File: config.mk
export PLATFORM = sky130hd
export DESIGN_NAME = id_ex_ctrl
export DESIGN_NICKNAME = d
export VERILOG_FILES = /design/src/rtl/mips_pkg.sv /design/src/rtl/ctrl_decoder.sv /design/src/rtl/id_ex_ctrl.sv
export SDC_FILE = /design/constraint.sdc
export NUM_CORES = 1
export LEC_CHECK = 0
export ABC_AREA = 1
export CORE_MARGIN = 2
export CORE_UTILIZATION = 35
export DETAILED_ROUTE_END_ITERATION = 16
export PLACE_DENSITY = 0.77
export SLEW_MARGIN = 10
export SYNTH_ARGS = -nofsm -noshare
export SYNTH_HDL_FRONTEND = slang
export SYNTH_HIERARCHICAL = 1
export SYNTH_SLANG_ARGS = --single-unit
File: constraint.sdc
create_clock -name clk -period 0.8 [get_ports clk]
set_input_delay 0.08 -clock clk [delete_from_list [all_inputs] [get_ports clk]]
set_output_delay 0.08 -clock clk [all_outputs]
set_load 0.005 [all_outputs]
File: src/rtl/mips_pkg.sv
// mips_pkg: shared decode constants for the ID/EX control path.
//   - ALUControl encodings (ALU_*)
//   - opcode constants (OP_*) taken from InstrD[31:26]
//   - R-type funct constants (FN_*) taken from InstrD[5:0]
//   - ctrl_e_t: packed Execute-stage control bundle
package mips_pkg;

  localparam logic [2:0] ALU_AND = 3'b000;
  localparam logic [2:0] ALU_OR  = 3'b001;
  localparam logic [2:0] ALU_ADD = 3'b010;
  localparam logic [2:0] ALU_SUB = 3'b100;
  localparam logic [2:0] ALU_MUL = 3'b101;
  localparam logic [2:0] ALU_SLT = 3'b110;

  localparam logic [5:0] OP_RTYPE = 6'b000000;
  localparam logic [5:0] OP_LW    = 6'b100011;
  localparam logic [5:0] OP_SW    = 6'b101011;
  localparam logic [5:0] OP_BEQ   = 6'b000100;
  localparam logic [5:0] OP_ADDI  = 6'b001000;
  localparam logic [5:0] OP_J     = 6'b000010;

  localparam logic [5:0] FN_ADD = 6'b100000;
  localparam logic [5:0] FN_SUB = 6'b100010;
  localparam logic [5:0] FN_AND = 6'b100100;
  localparam logic [5:0] FN_OR  = 6'b100101;
  localparam logic [5:0] FN_SLT = 6'b101010;
  localparam logic [5:0] FN_MUL = 6'b011000;

  typedef struct packed {
    logic       reg_write;
    logic       mem_to_reg;
    logic       mem_write;
    logic       alu_src;
    logic       reg_dst;
    logic [2:0] alu_control;
  } ctrl_e_t;

  localparam ctrl_e_t CTRL_BUBBLE = '0;

endpackage

File: src/rtl/ctrl_decoder.sv
// ctrl_decoder: combinational main/ALU decoder.
//   instr_i    in  32  Decode-stage instruction
//   ctrl_o     out     Execute control bundle (bubble for illegal encodings)
//   illegal_o  out  1  instruction is not supported
//   branch_o   out  1  beq
//   jump_o     out  1  j
// Build option: ID_EX_CTRL_MULT_EN enables R-type MUL (funct 011000);
// without it that funct is treated as illegal.
module ctrl_decoder
  import mips_pkg::*;
(
  input  logic [31:0] instr_i,
  output ctrl_e_t     ctrl_o,
  output logic        illegal_o,
  output logic        branch_o,
  output logic        jump_o
);

  logic [5:0] op;
  logic [5:0] funct;
  logic       unused_instr_bits;

  assign op    = instr_i[31:26];
  assign funct = instr_i[5:0];
  // Register/immediate fields play no part in control decode.
  assign unused_instr_bits = ^instr_i[25:6];

  always_comb begin
    ctrl_o    = CTRL_BUBBLE;
    illegal_o = 1'b0;
    branch_o  = 1'b0;
    jump_o    = 1'b0;
    case (op)
      OP_RTYPE: begin
        ctrl_o.reg_write = 1'b1;
        ctrl_o.reg_dst   = 1'b1;
        case (funct)
          FN_ADD:  ctrl_o.alu_control = ALU_ADD;
          FN_SUB:  ctrl_o.alu_control = ALU_SUB;
          FN_AND:  ctrl_o.alu_control = ALU_AND;
          FN_OR:   ctrl_o.alu_control = ALU_OR;
          FN_SLT:  ctrl_o.alu_control = ALU_SLT;
`ifdef ID_EX_CTRL_MULT_EN
          FN_MUL:  ctrl_o.alu_control = ALU_MUL;
`endif
          default: begin
            ctrl_o    = CTRL_BUBBLE;
            illegal_o = 1'b1;
          end
        endcase
      end
      OP_LW: begin
        ctrl_o.reg_write   = 1'b1;
        ctrl_o.mem_to_reg  = 1'b1;
        ctrl_o.alu_src     = 1'b1;
        ctrl_o.alu_control = ALU_ADD;
      end
      OP_SW: begin
        ctrl_o.mem_write   = 1'b1;
        ctrl_o.alu_src     = 1'b1;
        ctrl_o.alu_control = ALU_ADD;
      end
      OP_BEQ: begin
        branch_o           = 1'b1;
        ctrl_o.alu_control = ALU_SUB;
      end
      OP_ADDI: begin
        ctrl_o.reg_write   = 1'b1;
        ctrl_o.alu_src     = 1'b1;
        ctrl_o.alu_control = ALU_ADD;
      end
      OP_J: begin
        jump_o = 1'b1;
      end
      default: begin
        illegal_o = 1'b1;
      end
    endcase
  end

endmodule

File: src/rtl/id_ex_ctrl.sv
// id_ex_ctrl: control decoder fused with the ID/EX control pipeline register.
//   clk, reset          clock; asynchronous active-high reset
//   InstrD       in 32  Decode-stage instruction
//   StallE       in  1  hold E registers
//   FlushE       in  1  load a bubble (wins over StallE)
//   BranchD/JumpD out   combinational Decode flags
//   RegWriteE, MemtoRegE, MemWriteE, ALUSrcE, RegDstE, ALUControlE[2:0]
//                 out   registered Execute controls
//   IllegalE     out 1  registered; set for an unsupported instruction
// Build option: ID_EX_CTRL_MULT_EN (see ctrl_decoder).
module id_ex_ctrl
  import mips_pkg::*;
(
  input  logic        clk,
  input  logic        reset,
  input  logic [31:0] InstrD,
  input  logic        StallE,
  input  logic        FlushE,
  output logic        BranchD,
  output logic        JumpD,
  output logic        RegWriteE,
  output logic        MemtoRegE,
  output logic        MemWriteE,
  output logic        ALUSrcE,
  output logic        RegDstE,
  output logic [2:0]  ALUControlE,
  output logic        IllegalE
);

  ctrl_e_t ctrl_dec;
  logic    illegal_dec;
  ctrl_e_t ctrl_d, ctrl_q;
  logic    illegal_d, illegal_q;

  ctrl_decoder u_dec (
    .instr_i   (InstrD),
    .ctrl_o    (ctrl_dec),
    .illegal_o (illegal_dec),
    .branch_o  (BranchD),
    .jump_o    (JumpD)
  );

  always_comb begin
    ctrl_d    = ctrl_q;
    illegal_d = illegal_q;
    if (FlushE) begin
      ctrl_d    = CTRL_BUBBLE;
      illegal_d = 1'b0;
    end else if (!StallE) begin
      ctrl_d    = ctrl_dec;
      illegal_d = illegal_dec;
    end
  end

  always_ff @(posedge clk or posedge reset) begin
    if (reset) begin
      ctrl_q    <= CTRL_BUBBLE;
      illegal_q <= 1'b0;
    end else begin
      ctrl_q    <= ctrl_d;
      illegal_q <= illegal_d;
    end
  end

  assign RegWriteE   = ctrl_q.reg_write;
  assign MemtoRegE   = ctrl_q.mem_to_reg;
  assign MemWriteE   = ctrl_q.mem_write;
  assign ALUSrcE     = ctrl_q.alu_src;
  assign RegDstE     = ctrl_q.reg_dst;
  assign ALUControlE = ctrl_q.alu_control;
  assign IllegalE    = illegal_q;

endmodule

==> results of run 1 <==
==> power groups by stage <==
stage	Sequential [mW]	Combinational [mW]	Clock, mW
final	0.465	0.345	0.343
after global routing	0.465	0.376	0.351
after CTS	0.464	0.300	0.355
after detailed placement	0.473	0.292	0
after global placement	0.473	0.285	0
after floorplan	0.474	0.110	0
==> cells in the final DEF, fill, tap and decap left out, types with 2 or more instances in the layout <==
master	Yosys	final
buf_6	1	7
buf_2	0	13
inv_2	3	6
nor2_8	2	2
nand2_1	29	27
nand3_1	21	11
nand2_2	3	5
buf_4	0	20
nor2_1	12	8
dlygate4sd2_1	0	3
clkbuf_4	0	3
inv_1	17	14
clkdlybuf4s15_1	0	3
dfrtp_1	9	9
nor2_2	2	3
nand3_2	1	11
nor2_4	2	6
==> area by class of cell <==
type | count | share of cell area
Clock buffer | 4 | 0.02025
Inverter | 20 | 0.05786
Multi-Input combinational cell | 77 | 0.3877
Sequential cell | 9 | 0.1736
Tap cell | 27 | 0.02604
Timing Repair Buffer | 52 | 0.3346
==> path summary, 6_finish.rpt <==
check                                      startpoint                         end
max                        ALUControlE[1]$_DFFE_PP0P_              ALUControlE[1]
min                                             reset       MemWriteE$_DFFE_PP0P_
max reg2reg                ALUControlE[1]$_DFFE_PP0P_  ALUControlE[1]$_DFFE_PP0P_
min reg2reg                       RegDstE$_DFFE_PP0P_         RegDstE$_DFFE_PP0P_
max in group asynchronous                       reset        IllegalE$_DFFE_PP0P_
min in group clk                            InstrD[2]  ALUControlE[0]$_DFFE_PP0P_
==> cells by family after synthesis <==
group | share of synthesized area
DFF | 0.3175
and+or+nand+nor | 0.5608
buffers and inverters | 0.1217
==> registers in the layout, summed over array words and instances, names as in the netlist <==
name and count:
ALUControlE 3, ALUSrcE 1, IllegalE 1, MemWriteE 1
MemtoRegE 1, RegDstE 1, RegWriteE 1
==> routing by layer <==
| layer | part of all wire | routed length, um | vias up | GRT usage |
|---|---|---|---|---|
| met5 | 0 | 0 | - | 0 |
| met4 | 0.0078 | 16 | 0 | 0.04286 |
| met3 | 0.044 | 91 | 3 | 0.02454 |
| met2 | 0.58 | 1190 | 25 | 0.3447 |
| met1 | 0.37 | 757 | 386 | 0.1586 |
| li1 | - | - | 443 | - |
==> timing repair <==
action                                  in CTS  in global routing
hold endpoints to repair                     0                  0
cloned                                       0                  2
endpoints found under the setup margin      20                 18
pin swaps                                   21                 13
resized for setup                           92                 20
setup buffers                                6                  1
==> run metrics, run 1 <==
storage element area=~230 sq um; # rows=16; Seq pwr share=0.403; RSZ-0062 raised after global routing=yes; CP max-delay cell=dfrtp_1; Post-Syn Instances=106; internal power=0.8217 mW; violated checks=setup timing; clock power share=0.298; post-route setup TNS=-385.2 ps; Min Hold Slack=70.67 ps; via count=857; Worst-Margin Slew=328.3 ps; Core Box Area=1942 sq um; max-slew violations=0; largest area contributor in the netlist=dfrtp_1; Combinational Power Share=0.299; nature of the critical path endpoint=output port; ANT cells=0; Final WS setup=-52.45 ps; Synth Cell Area=between 700 and 800 sq um; critical path depth=1; Mapped Nets=142; FF-to-FF path depth=3; Commonest cells post-synth=nand2_1, nand3_1, inv_1, nor2_1, dfrtp_1; Worst Path Class, Setup=flop to output port; Total GRT Usage=0.1631; Place WS=-672.6 ps; startpoint types=flop; P_sw=0.3312 mW; CP max FO=2; Worst-Skew Late Latency=260 ps; total CTS buffers=3; EDFF count, synth=0; Die Footprint=2403 sq um; P&R area growth vs syn=82.89%; f_max=1.173 GHz; final hold viol count=0; final clock skew=0 ps; DRT Wirelength=2055 um; Filler Cell Count=~170; hold-fix buffers at CTS=0; layout cells sized above 1=0.5123; Layout Cells excl Fill=189; Remaining DRCs=0; Placed Cells=180; Post-DP HPWL=roughly 1400 um; total gr overflow=0; Core Util, Final=0.6682; WP data required=720 ps; vias in the first global route=between 700 and 800; Total Power=1.153 mW; synth unique cells=16; Worst Hold Class=input port to asynchronous set/reset pin; Leak Pwr=0.7670 nW; Final Cycle Share=1.066; Slew headroom=0.7811; Post-DRT Antenna Nets=0; Clock H-tree levels=1; switching part of the total=0.2873; worst stage delay on the critical path=about 380 ps; initial antenna violation count=0; Die Span X=49.02 um; count leader, synth=nand2_1; largest net degree at the start of global routing=11; final setup fails=11; ys async rst share=1.000; placed cell areas=approximately 1200 sq um; Syn. warnings=6; RD Place Congestion=between 0.8 and 0.9; largest delay contributor family on the critical path=flip-flops; multi-input logic area=503.0 sq um; R2R setup slack=40 ps; Root Driver=clkbuf_4; CP arrival=~770 ps; flops & latches, synth=9; Main synth FF type=dfrtp_1; CP cell instances=buf_2; buffers added on ports=26; post-route cell area=between 1000 and 1500 sq um; number of iterations in the first detailed-routing pass=4; clock tree buffer depth=2; maximum vdd drop=about 0.44 mV; final net count=199; P per Cell Area=888.6 nW/um^2; clk slew on worst S/H paths=roughly 60 ps; Vias/cell=4.534; IO Count=47; Die Ht=~49 um; CTS tree=yes; Initial Util=0.3653; Worst Path Buf+Inv=1; first-pass GRT wire length=3084 um; status=finished with violations; largest cells by area after synthesis=dfrtp_1, nand2_1, nand3_1, inv_1, nor2_1; Final min period=852.4 ps; MaxCap Viol Count=0; CTS sink count=9; Mean Syn Cell Area=6.693 sq um; Yosys top cell area share=0.3175; Routed wire per std cell=10.87 um; Starting DRT DRC Count=12; sequential-to-total area share from yosys stat=0.3175
Note: power is estimated with default switching activity, not from simulation.
==> run 2, diff against run 1 <==
--- a/config.mk
+++ b/config.mk
@@ -5,9 +5,9 @@
 export SDC_FILE = /design/constraint.sdc
 export NUM_CORES = 1
 export LEC_CHECK = 0
-export ABC_AREA = 1
+export ABC_AREA = 0
 export CORE_MARGIN = 2
-export CORE_UTILIZATION = 35
+export CORE_UTILIZATION = 32
 export DETAILED_ROUTE_END_ITERATION = 16
 export PLACE_DENSITY = 0.77
 export SLEW_MARGIN = 10
==> run 2 against run 1 <==
The flow still finishes with violations (setup timing). Design area decreased by 4.7%. Critical path depth increased by 7. Count of clock-buffer cells in the layout unchanged. Setup slack got worse by 450 ps. Via count shrank 21%. Die area down 9.3%. Non-clock buffer count grew 4.
==> run metrics, run 2 <==
Clock H-tree levels=1; Post-Synth Simple-Gate Area=0.2961; Post-Syn Instances=59; Mean Syn Cell Area=around 9.9 sq um; Slew headroom=0.7792; RSZ-0062 raised after global routing=yes; final net count=154; Worst-Skew Late Latency=~260 ps; Synth Area in Adders=0; total CTS buffers=3; combinational family with the most area after synthesis=simple AND/OR/NAND/NOR gates; CTS tree=yes; total gr overflow=0; Total GRT Usage=0.2037; Worst setup endpoint=ALUControlE[1]$_DFFE_PP0P_; ANT cells=0; Initial Util=0.3377; MaxCap Viol Count=0; Commonest cells post-synth=nor2_1, dfrtp_1, mux2i_1; mux cell area share after synthesis=0.1738; Worst-Margin Slew=around 330 ps; buffers added on ports=26; final setup fails=20; P per Cell Area=940.0 nW/um^2; Post-DRT Antenna Nets=0; Vias/cell=4.761; vias in the first global route=726; Compound-Gate Fraction of Synth Area=0.09013; status=finished with violations; violated checks=setup timing; Placed Cells=128; largest cells by area after synthesis=dfrtp_1, mux2i_1, nor2_1, nor4b_4, nor4b_1; clk slew on worst S/H paths=around 60 ps; synth unique cells=25; f_max=0.7667 GHz; Min Hold Slack=between 80 and 90 ps; startpoint types=input port; RD Place Congestion=0.7255; first-pass GRT wire length=between 3000 and 4000 um; Die Span X=46.69 um; R2R setup slack=-30 ps; max reg flops=3; clock tree buffer depth=2; post-route setup TNS=-3861 ps; Critical R2R Launch=ALUControlE[1]$_DFFE_PP0P_; Remaining DRCs=0; Routed wire per std cell=16.01 um; IO Count=47; Starting DRT DRC Count=12; Filler Cell Count=around 120; Total Power=1.162 mW; nature of the critical path endpoint=flop; CP arrival=1480 ps; ys async rst share=1.000; Mapped Nets=95; WP data required=980 ps; Synth Cell Area=583.1 sq um; CP max FO=2; P&R area growth vs syn=112.0%; CP startpoint=InstrD[27]; Final WS setup=-504.3 ps; Layout Cells excl Fill=142; # rows=15; largest area contributor in the netlist=dfrtp_1; initial antenna violation count=0; Final min period=1304 ps; Main synth FF type=dfrtp_1; flops & latches, synth=9; Core Box Area=1727 sq um; most frequent cells in the layout=buf_6, buf_4, buf_2; Die Ht=between 40 and 50 um; Worst Hold Class=input port to asynchronous set/reset pin; sequential-to-total area share from yosys stat=0.3863; FF-to-FF path depth=3; Post-DP HPWL=1199 um; CTS sink count=9; layout cells sized above 1=0.5897; Final Cycle Share=1.630; count leader, synth=nor2_1; max-slew violations=0; storage element area=~230 sq um; EDFF count, synth=0; largest net degree at the start of global routing=10; multi-input logic area=445.4 sq um; DRT Wirelength=2274 um; Root Driver=clkbuf_4; via count=676; final hold viol count=0; Syn. warnings=6; Leak Pwr=around 0.65 nW; Core Util, Final=0.7159; Worst Path Class, Setup=input port to flop; final clock skew=0 ps; Yosys top cell area share=0.3863; RR Endpoint=ALUControlE[1]$_DFFE_PP0P_; Synth Area in XOR/XNOR=0.01502; maximum vdd drop=0.8868 mV; Die Footprint=2179 sq um; number of iterations in the first detailed-routing pass=4
[run 2: changes by cell type after synthesis, sizes merged, moves of 2 or more]
cell    change
nand2      -32
nand3      -21
inv        -18
mux2i       +9
nor2        -5
and3        +4
nor4b       +3
a21o        +2
nand2b      +2
[run 2: final cells by class]
| class | count | share of cell area |
|---|---|---|
| Sequential cell | 9 | 0.1822 |
| Timing Repair Buffer | 56 | 0.4049 |
| Inverter | 2 | 0.006073 |
| Tap cell | 25 | 0.02530 |
| Clock buffer | 4 | 0.02125 |
| Multi-Input combinational cell | 46 | 0.3603 |
[run 2: routing by layer]
| metal | wire length (um) | vias up | global-route usage |
|---|---|---|---|
| met2 | 1163 | 25 | 0.3778 |
| met4 | 19 | 0 | 0.07778 |
| met3 | 162 | 2 | 0.03922 |
| li1 | - | 333 | - |
| met1 | 929 | 316 | 0.2254 |
| met5 | 0 | - | 0 |
[run 2: metrics by stage]
| step | cell area, sq um | setup slack [ps] |
|---|---|---|
| after floorplan | 595.6 | -441.4 |
| after global placement | 1035 | -999.2 |
| after detailed placement | 1035 | -1030 |
| after CTS | 1207 | -554.9 |
| after global routing | 1236 | -543.2 |
| final | 1236 | -504.3 |
[run 2: power breakdown]
part / switching [mW] / total, mW / internal [mW]
sequential: 0.00348 / 0.465 / 0.462
combinational: 0.150 / 0.358 / 0.209
clock: 0.147 / 0.338 / 0.191
[run 2: cells by family after synthesis]
group | after synthesis
AND/OR/NAND/NOR | 28
multiplexers | 10
flip-flops | 9
AO/OA/AOI/OAI | 7
buffers and inverters | 4
XOR/XNOR | 1
[run 2: critical path: stages]
cell and delay (ps):
buf_6 100, or4_4 530, buf_6 140, buf_6 110, nand2b_4 140, o21bai_1 160
mux2i_1 90, nor2_1 130
[run 2: worst min-delay path by stage]
stage | from | slack (ps) | endpoint
after global placement | reset | 350 | MemWriteE$_DFFE_PP0P_
after detailed placement | reset | 370 | MemWriteE$_DFFE_PP0P_
after floorplan | reset | -90 | ALUControlE[0]$_DFFE_PP0P_
after global routing | reset | 110 | MemWriteE$_DFFE_PP0P_
after CTS | reset | 100 | ALUSrcE$_DFFE_PP0P_
final | reset | 80 | ALUSrcE$_DFFE_PP0P_
[run 2: timing repair]
| action | in CTS | in global routing |
|---|---|---|
| resized for setup | 101 | 11 |
| pin swaps | 16 | 12 |
| endpoints found under the setup margin | 20 | 20 |
| buffers inserted | 11 | 3 |
| hold buffers | 0 | 0 |
==> run 3, diff against run 2 <==
--- a/config.mk
+++ b/config.mk
@@ -6,10 +6,13 @@
 export NUM_CORES = 1
 export LEC_CHECK = 0
 export ABC_AREA = 0
+export CELL_PAD_IN_SITES_DETAIL_PLACEMENT = 1
+export CELL_PAD_IN_SITES_GLOBAL_PLACEMENT = 2
+export CORE_ASPECT_RATIO = 0.75
 export CORE_MARGIN = 2
-export CORE_UTILIZATION = 32
+export CORE_UTILIZATION = 16
 export DETAILED_ROUTE_END_ITERATION = 16
-export PLACE_DENSITY = 0.77
+export PLACE_DENSITY = 0.74
 export SLEW_MARGIN = 10
 export SYNTH_ARGS = -nofsm -noshare
 export SYNTH_HDL_FRONTEND = slang
==> run 3 against run 2 <==
The flow still finishes with violations (setup timing). Flip-flop and latch count is the same. Sequential share of layout area shrank 0.81 points. Design area grew 4.7%. Critical path depth shrank 1. Die area grew 90%. Via count shrank 0.59%. Combinational power grew 2%. Hold slack gained 34 ps. Total power grew 16%. Sequential power is essentially flat. Largest cell class unchanged. Largest power group is now clock.
==> run metrics, run 3 (same netlist as run 2, synthesis figures left out) <==
layout cells sized above 1=0.5785; Core Box Area=3378 sq um; Leak Pwr=0.6747 nW; CP arrival=1390 ps; WP data required=910 ps; Initial Util=0.1726; final clock skew=0 ps; DRT Wirelength=2090 um; IO Count=47; routed wl met3=between 100 and 150 um; P per Cell Area=~1000 nW/um^2; clock tree buffer depth=2; RSZ-0062 raised after global routing=yes; clk slew on worst S/H paths=40 ps; number of iterations in the first detailed-routing pass=4; P&R area growth vs syn=121.9%; P_sw=0.3095 mW; Layout Cells excl Fill=161; RD Place Congestion=between 0.7 and 0.8; Clock H-tree levels=1; CP max-delay cell=or4_4; Routed wire per std cell=12.98 um; Final min period=1279 ps; Worst Hold Class=input port to asynchronous set/reset pin; CP cell instances=buf_6 > or4_4 > buf_6 > nor4b_4 > a211oi_2 > mux2i_1 > nor2_1; Worst-Skew Late Latency=230 ps; first-pass GRT wire length=roughly 3300 um; Final Cycle Share=1.599; Seq pwr share=0.347; commonest non-fill, non-tap cell in the layout=buf_4; MaxCap Viol Count=0; CTS sink count=9; worst stage delay on the critical path=around 550 ps; Placed Cells=144; total gr overflow=0; # rows=18; Post-DRT Antenna Nets=0; CP dominant cell by count=buf_6; f_max=around 0.78 GHz; M1 WL=~940 um; Die Footprint=4148 sq um; initial antenna violation count=0; CP max FO=3; final hold viol count=0; ANT cells=0; Vias/cell=4.174; Slew headroom=0.7732; status=finished with violations; Worst-Margin Slew=about 340 ps; total CTS buffers=3; Die Span X=73.71 um; CTS tree=yes; post-route setup TNS=-3507 ps; Root Driver=clkbuf_8; most frequent cells in the layout=buf_4, buf_6, nor2_1; final net count=158; max-slew violations=0; startpoint types=input port; Total GRT Usage=0.1068; Filler Cell Count=393; Place WS=-1043 ps; vias in the first global route=approximately 700; final setup fails=18; Combinational Power Share=0.271; maximum vdd drop=0.7042 mV; largest net degree at the start of global routing=10; Remaining DRCs=0; max reg flops=3; Worst Path Class, Setup=input port to flop; buffers added on ports=26; hold-fix buffers at CTS=0; Starting DRT DRC Count=9; Die Ht=approximately 56 um; top layer in use=met4; Post-DP HPWL=1479 um; via count=672; nature of the critical path endpoint=flop; clock power share=0.382; Final WS setup=-479.1 ps; WL met2=1014 um; internal power=a little over 1 mW; switching part of the total=0.2299; violated checks=setup timing
run 3: cell count changes in the layout (fill, tap and decap cells not counted), moves of 3 or more:
| cell | delta |
|---|---|
| buf_4 | +7 |
| dlygate4sd2_1 | +3 |
| dlymetal6s2s_1 | -3 |
| clkbuf_8 | +3 |
| clkbuf_4 | -3 |
run 3: final cells by class:
cell class | count | area [sq um] | area share
clock buffer | 4 | 45.04 | 0.03482
inverter | 2 | 7.507 | 0.005803
multi-input combinational | 46 | 424.2 | 0.3279
sequential | 9 | 225.2 | 0.1741
tap | 40 | 50.05 | 0.03868
timing repair buffer | 60 | 541.8 | 0.4188
run 3: repair_timing:
action | in CTS | in global routing
gates resized for setup | 104 | 2
endpoints found under the setup margin | 20 | 20
gates cloned | 1 | 0
pin swaps | 18 | 12
buffers inserted | 12 | 2
run 3: routing by layer:
layer,up-vias,GRT usage
met5,-,0
met2,20,0.1773
met3,2,0.04129
met4,0,0.01558
met1,317,0.1330
li1,333,-
run 3: power groups by stage:
| stage | Clock (mW) | Combinational [mW] | Sequential (mW) |
|---|---|---|---|
| 2_1_floorplan | 0 | 0.0954 | 0.474 |
| 3_3_place_gp | 0 | 0.273 | 0.474 |
| 3_5_place_dp | 0 | 0.280 | 0.474 |
| 4_1_cts | 0.528 | 0.366 | 0.467 |
| 6_report | 0.514 | 0.365 | 0.467 |
| 5_1_grt | 0.565 | 0.390 | 0.467 |
run 3: final timing paths:
check | from | endpoint | slack, ps | depth (start not counted)
setup reg to reg | RegDstE$_DFFE_PP0P_ | RegDstE$_DFFE_PP0P_ | -120 | 4
hold / removal | reset | IllegalE$_DFFE_PP0P_ | 120 | 2
hold reg to reg | ALUSrcE$_DFFE_PP0P_ | ALUSrcE$_DFFE_PP0P_ | 520 | 2
max in group asynchronous | reset | ALUSrcE$_DFFE_PP0P_ | 440 | 2
min in group clk | InstrD[29] | MemWriteE$_DFFE_PP0P_ | 400 | 5
setup / recovery | InstrD[27] | IllegalE$_DFFE_PP0P_ | -480 | 7
run 3: critical path: cells and delay by family:
family / cells / cell delay, ps
mux: 1 / 150
buf+inv: 2 / 230
compound gates: 1 / 60
simple gates: 3 / 880
run 3: through the flow:
step | total power [mW] | hold WS (ps) | cell area (sq um) | util
2_1_floorplan | 0.5690 | -92.08 | 595.6 | -
3_5_place_dp | 0.7533 | 371.5 | 1061 | 0.3141
6_report | 1.346 | 116.1 | 1294 | 0.3830
3_3_place_gp | 0.7469 | 362.4 | 1061 | 0.3141
5_1_grt | 1.422 | 147.6 | 1294 | 0.3830
4_1_cts | 1.361 | 127.7 | 1294 | 0.3830
